**config.mk**
```make
export PLATFORM = sky130hd
export DESIGN_NAME = ram_port_arbiter
export DESIGN_NICKNAME = d
export VERILOG_FILES = /design/src/rtl/ram_port_arbiter.sv
export SDC_FILE = /design/constraint.sdc
export NUM_CORES = 1
export LEC_CHECK = 0
export ABC_CLOCK_PERIOD_IN_PS = 3650
export CORE_AREA = 2 2 98 100
export DETAILED_ROUTE_END_ITERATION = 10
export DIE_AREA = 0 0 100 102
export PLACE_DENSITY = 0.67
export SYNTH_ARGS = -nofsm -noshare
export SYNTH_HDL_FRONTEND = slang
export SYNTH_SLANG_ARGS = --single-unit
```
**constraint.sdc**
```tcl
create_clock -name clk_i -period 3.65 [get_ports clk_i]
set_input_delay 1.095 -clock clk_i [delete_from_list [all_inputs] [get_ports clk_i]]
set_output_delay 1.095 -clock clk_i [all_outputs]
set_load 0.01 [all_outputs]
```
**src/rtl/ram_port_arbiter.sv**
```systemverilog
// Two-port arbiter in front of a single-port RAM (1-cycle registered read, byte write mask).
// Define RAM_ARB_RR_EN for round-robin on simultaneous requests; default is fixed priority to port 0.
module ram_port_arbiter #(
  parameter int ADDR_W    = 12,
  parameter int MAX_BURST = 4
) (
  input  logic              clk_i,
  input  logic              rst_ni,
  input  logic              p0_req_i,
  input  logic              p0_lock_i,
  input  logic [3:0]        p0_we_i,
  input  logic [ADDR_W-1:0] p0_addr_i,
  input  logic [31:0]       p0_wdata_i,
  output logic              p0_gnt_o,
  output logic              p0_rvalid_o,
  output logic [31:0]       p0_rdata_o,
  input  logic              p1_req_i,
  input  logic              p1_lock_i,
  input  logic [3:0]        p1_we_i,
  input  logic [ADDR_W-1:0] p1_addr_i,
  input  logic [31:0]       p1_wdata_i,
  output logic              p1_gnt_o,
  output logic              p1_rvalid_o,
  output logic [31:0]       p1_rdata_o,
  output logic              ram_en_o,
  output logic [3:0]        ram_we_o,
  output logic [ADDR_W-1:0] ram_a_o,
  output logic [31:0]       ram_di_o,
  input  logic [31:0]       ram_do_i
);

  localparam logic [1:0] IDLE = 2'd0;
  localparam logic [1:0] OWN0 = 2'd1;
  localparam logic [1:0] OWN1 = 2'd2;
  localparam logic [3:0] CNT_MAX = 4'(MAX_BURST - 1);

  logic [1:0] state_q, state_d;
  logic [3:0] cnt_q, cnt_d;
  logic       last_q, last_d;   // 1: port 1 was granted most recently
  logic       rv0_q, rv0_d;
  logic       rv1_q, rv1_d;
  logic       rd_q, rd_d;

  logic lock0, lock1, exp0, exp1, g0, g1, gnt0, gnt1;

  always_comb begin
    // Owner keeps the port while it holds lock and has burst budget left.
    lock0 = (state_q == OWN0) && p0_req_i && p0_lock_i && (cnt_q < CNT_MAX);
    lock1 = (state_q == OWN1) && p1_req_i && p1_lock_i && (cnt_q < CNT_MAX);
    // Budget spent while still asking for lock: the waiting port takes over,
    // even under fixed priority.
    exp0  = (state_q == OWN0) && p0_req_i && p0_lock_i && (cnt_q == CNT_MAX) && p1_req_i;
    exp1  = (state_q == OWN1) && p1_req_i && p1_lock_i && (cnt_q == CNT_MAX) && p0_req_i;
    g0 = 1'b0;
    g1 = 1'b0;
    if (lock0 || exp1) begin
      g0 = 1'b1;
    end else if (lock1 || exp0) begin
      g1 = 1'b1;
    end else if (p0_req_i && p1_req_i) begin
`ifdef RAM_ARB_RR_EN
      g0 = last_q;
      g1 = ~last_q;
`else
      g0 = 1'b1;
`endif
    end else begin
      g0 = p0_req_i;
      g1 = p1_req_i;
    end
    gnt0 = g0 & rst_ni;
    gnt1 = g1 & rst_ni;
  end

  always_comb begin
    state_d = IDLE;
    if (gnt0)      state_d = OWN0;
    else if (gnt1) state_d = OWN1;

    cnt_d = 4'd0;
    if ((gnt0 && state_q == OWN0) || (gnt1 && state_q == OWN1))
      cnt_d = (cnt_q == CNT_MAX) ? cnt_q : cnt_q + 4'd1;

    last_d = last_q;
    if (gnt0)      last_d = 1'b0;
    else if (gnt1) last_d = 1'b1;

    rv0_d = gnt0;
    rv1_d = gnt1;
    rd_d  = (gnt0 && p0_we_i == 4'd0) || (gnt1 && p1_we_i == 4'd0);
  end

  always_ff @(posedge clk_i or negedge rst_ni) begin
    if (!rst_ni) begin
      state_q <= IDLE;
      cnt_q   <= 4'd0;
      last_q  <= 1'b1;
      rv0_q   <= 1'b0;
      rv1_q   <= 1'b0;
      rd_q    <= 1'b0;
    end else begin
      state_q <= state_d;
      cnt_q   <= cnt_d;
      last_q  <= last_d;
      rv0_q   <= rv0_d;
      rv1_q   <= rv1_d;
      rd_q    <= rd_d;
    end
  end

  always_comb begin
    ram_en_o = gnt0 | gnt1;
    ram_we_o = 4'd0;
    ram_a_o  = '0;
    ram_di_o = 32'd0;
    if (gnt0) begin
      ram_we_o = p0_we_i;
      ram_a_o  = p0_addr_i;
      ram_di_o = p0_wdata_i;
    end else if (gnt1) begin
      ram_we_o = p1_we_i;
      ram_a_o  = p1_addr_i;
      ram_di_o = p1_wdata_i;
    end
  end

  assign p0_gnt_o    = gnt0;
  assign p1_gnt_o    = gnt1;
  assign p0_rvalid_o = rv0_q;
  assign p1_rvalid_o = rv1_q;
  assign p0_rdata_o  = (rv0_q && rd_q) ? ram_do_i : 32'd0;
  assign p1_rdata_o  = (rv1_q && rd_q) ? ram_do_i : 32'd0;

endmodule

```
==> flow_metrics.env <==
export IMPL_worst_path_most_repeated_cell="buf_6"
export IMPL_netlist_cell_type_count=27
export IMPL_grt_overflow_total=0
export IMPL_setup_slack_ps=-77.8
export IMPL_yosys_warnings=0
export IMPL_antenna_found_initial=0
export IMPL_via_per_inst=4.60
export IMPL_ys_seq_elements=8
export IMPL_drt_wirelength_per_cell_um=16.9
export IMPL_cts_max_level=1
export IMPL_hold_class="register to register"
export IMPL_port_buffers=250
export IMPL_finalHoldViolations=0
export IMPL_synth_most_common_cell="and3_1"
export IMPL_fin_crit_ps=3730
export IMPL_skew_ps=2.98
export IMPL_drc=0
export IMPL_io_pins=251
export IMPL_cts_tree="yes"
export IMPL_firstDrtPassIters=4
export IMPL_cts_sinks=8
export IMPL_slew_headroom_pct=46.8
export IMPL_hpwl_um=7300
export IMPL_drt_iter0_drc=28
export IMPL_cpMaxStageDelayCell="or4b_4"
export IMPL_violations="negative setup slack"
export IMPL_drt_antenna_violating_nets=0
export IMPL_synthArstFlopShare_pct=100
export IMPL_via_count=2491
export IMPL_drv_slew=0
export IMPL_power_per_cell_area_nw_per_um2=130
export IMPL_die_area_um2=10200
export IMPL_die_h_um=102
export IMPL_synth_flop_cell="dfrtp_1"
export IMPL_tns_ps=-1990
export IMPL_clk_pin_slew_ps=40
export IMPL_crit_path_start_kind="input port"
export IMPL_syn_area_um2=1470
export IMPL_post_route_period_util_pct=102
export IMPL_stdcell_count=541
export IMPL_crit_family="buffers and inverters"
export IMPL_ir_drop_v=0.0000885
export IMPL_required_ps=2550
export IMPL_setup_viol=43
export IMPL_yosysSeqAreaShare_pct=13.6
export IMPL_end_kind="output pin"
export IMPL_critical_path_max_fanout=7
export IMPL_start_util_pct=16.2
export IMPL_dieWidth_um=100
export IMPL_critPathMaxStageDelay_ps=470
export IMPL_path_cells="buf_6 > or4b_4 > o22ai_4 > buf_6 > a21oi_4 > clkbuf_16 > a22o_1 > buf_2"
export IMPL_n_antenna_cell=0
export IMPL_synthCells=177
export IMPL_area_sequential_um2=200
export IMPL_cts_buffers=3
export IMPL_p_leak_nw=2.05
export IMPL_finalWeightedCongestion=0.824
export IMPL_yosys_area_top_type="and3_1"
export IMPL_grt_pass1_vias=2490
export IMPL_cts_hold_buf=0
export IMPL_synth_edff_count=0
export IMPL_drive_gt1_share_pct=22.6
export IMPL_clockBufferDepth=2
export IMPL_grt_max_degree=65
export IMPL_core_area_um2=9110
export IMPL_drt_wl_total_um=9160
export IMPL_layout_nets=567
export IMPL_cp_num_buf_inv=4
export IMPL_dp_cells=528
export IMPL_worstSetupPathType="input port to output pin"
export IMPL_grt_first_pass_wirelength_um=13000
export IMPL_track_usage_pct=16.1
export IMPL_rows=35
export IMPL_synth_area_leaders="and3_1 (27%), a22o_1 (21%), dfrtp_1 (14%), a22o_2 (8.8%), buf_6 (6.9%)"
export IMPL_synth_top_area_share_pct=27.2
export IMPL_outcome="complete, but fails checks"
export IMPL_syn_avg_cell_area_um2=8.31
export IMPL_syn2layout_area_growth_pct=194
export IMPL_fmax_mhz=268
export IMPL_synth_fp_nets=312
export IMPL_cap_violations=0
export IMPL_nFillCells=900
export IMPL_synth_common_cells="and3_1 (64), a22o_1 (36), a22o_2 (13), clkbuf_1 (13), buf_6 (9)"
export IMPL_multi_input_area_um2=1200
export IMPL_rsz0062_at_grt="yes"
export IMPL_worst_pin_slew_ps=798
export IMPL_cp_arrival_ps=2630
export IMPL_clk_latency_ps=230
export IMPL_root_buffer="clkbuf_8"
[kinds of logic after synthesis]
| family | count (synthesis) | synth area share [%] |
|---|---|---|
| flops | 8 | 13.6 |
| fa+ha+maj | 1 | 0.850 |
| xor+xnor | 2 | 1.19 |
| simple gates | 82 | 34.6 |
| buf+inv | 26 | 12.0 |
| mux | 2 | 1.36 |
| compound gates | 56 | 36.4 |
[final cells by class]
cell class | count | share of cell area (%)
Timing Repair Buffer | 273 | 63.3
Tap cell | 111 | 3.21
Inverter | 2 | 0.173
Multi-Input combinational cell | 144 | 27.8
Clock buffer | 3 | 0.953
Sequential cell | 8 | 4.62
[repair_timing]
| action | 4_1_cts | 5_1_grt |
|---|---|---|
| setup buffers | 3 | 0 |
| endpoints found under the setup margin | 51 | 50 |
| gates cloned | 6 | 1 |
| resized for setup | 253 | 6 |
| hold endpoints to repair | 0 | 0 |
| pin swaps | 50 | 7 |
[per-stage QoR]
step | hold slack [ps] | utilization [%] | area, µm² | setup WS [ps] | total power [mW]
floorplan | 556 | - | 1470 | 244 | 0.194
global placement | 579 | 44.7 | 4070 | -840 | 0.435
detailed placement | 579 | 44.7 | 4070 | -873 | 0.439
CTS | 588 | 47.2 | 4300 | -136 | 0.570
global route | 619 | 47.6 | 4330 | -144 | 0.593
finish | 583 | 47.6 | 4330 | -77.8 | 0.564
[tightest hold or removal path, cell delays in order (launching register included)]
cell     delay, ps
dfrtp_1        370
xnor2_1         80
nand2_1         60
nor2_1          30
[registers in the layout (all words and copies together) (netlist names)]
signal / count
cnt_q: 4
state_q: 2
rd_q: 1
p1_rvalid_o: 1
[power breakdown]
part	switching, mW	internal [mW]
clock	0.0319	0.0712
sequential	0.00442	0.0913
combinational	0.124	0.241
[layout by cell type, fill, tap and decap left out, types with 3 or more instances in the layout]
cell type and count:
buf_6 30, buf_2 25, clkdlybuf4s50_1 196, buf_4 8
clkbuf_16 3, and3_1 64, a22o_1 36, buf_12 3
clkbuf_8 3, nor2_1 4, dfrtp_1 8, a22o_4 12
nand2_1 4
[worst paths after layout]
kind / from / end / slack (ps) / cells past startpoint
worst max-delay path: p1_lock_i / ram_di_o[8] / -80 / 8
worst min-delay path: cnt_q[0]$_DFFE_PN0P_ / cnt_q[0]$_DFFE_PN0P_ / 580 / 3
worst max register to register: cnt_q[0]$_DFFE_PN0P_ / rd_q$_DFF_PN0_ / 1480 / 7
worst min register to register: cnt_q[0]$_DFFE_PN0P_ / cnt_q[0]$_DFFE_PN0P_ / 580 / 3
max in group asynchronous: rst_ni / state_q[1]$_DFF_PN0_ / 2210 / 3
min in group asynchronous: rst_ni / cnt_q[1]$_DFFE_PN0P_ / 1320 / 3
[metal layers]
metal / routed length (µm) / track usage (%)
met5: 0 / 0
met4: 221 / 4.32
met3: 996 / 4.86
met2: 4820 / 31.3
met1: 3130 / 16.8
Note: power is estimated with default switching activity, not from simulation.
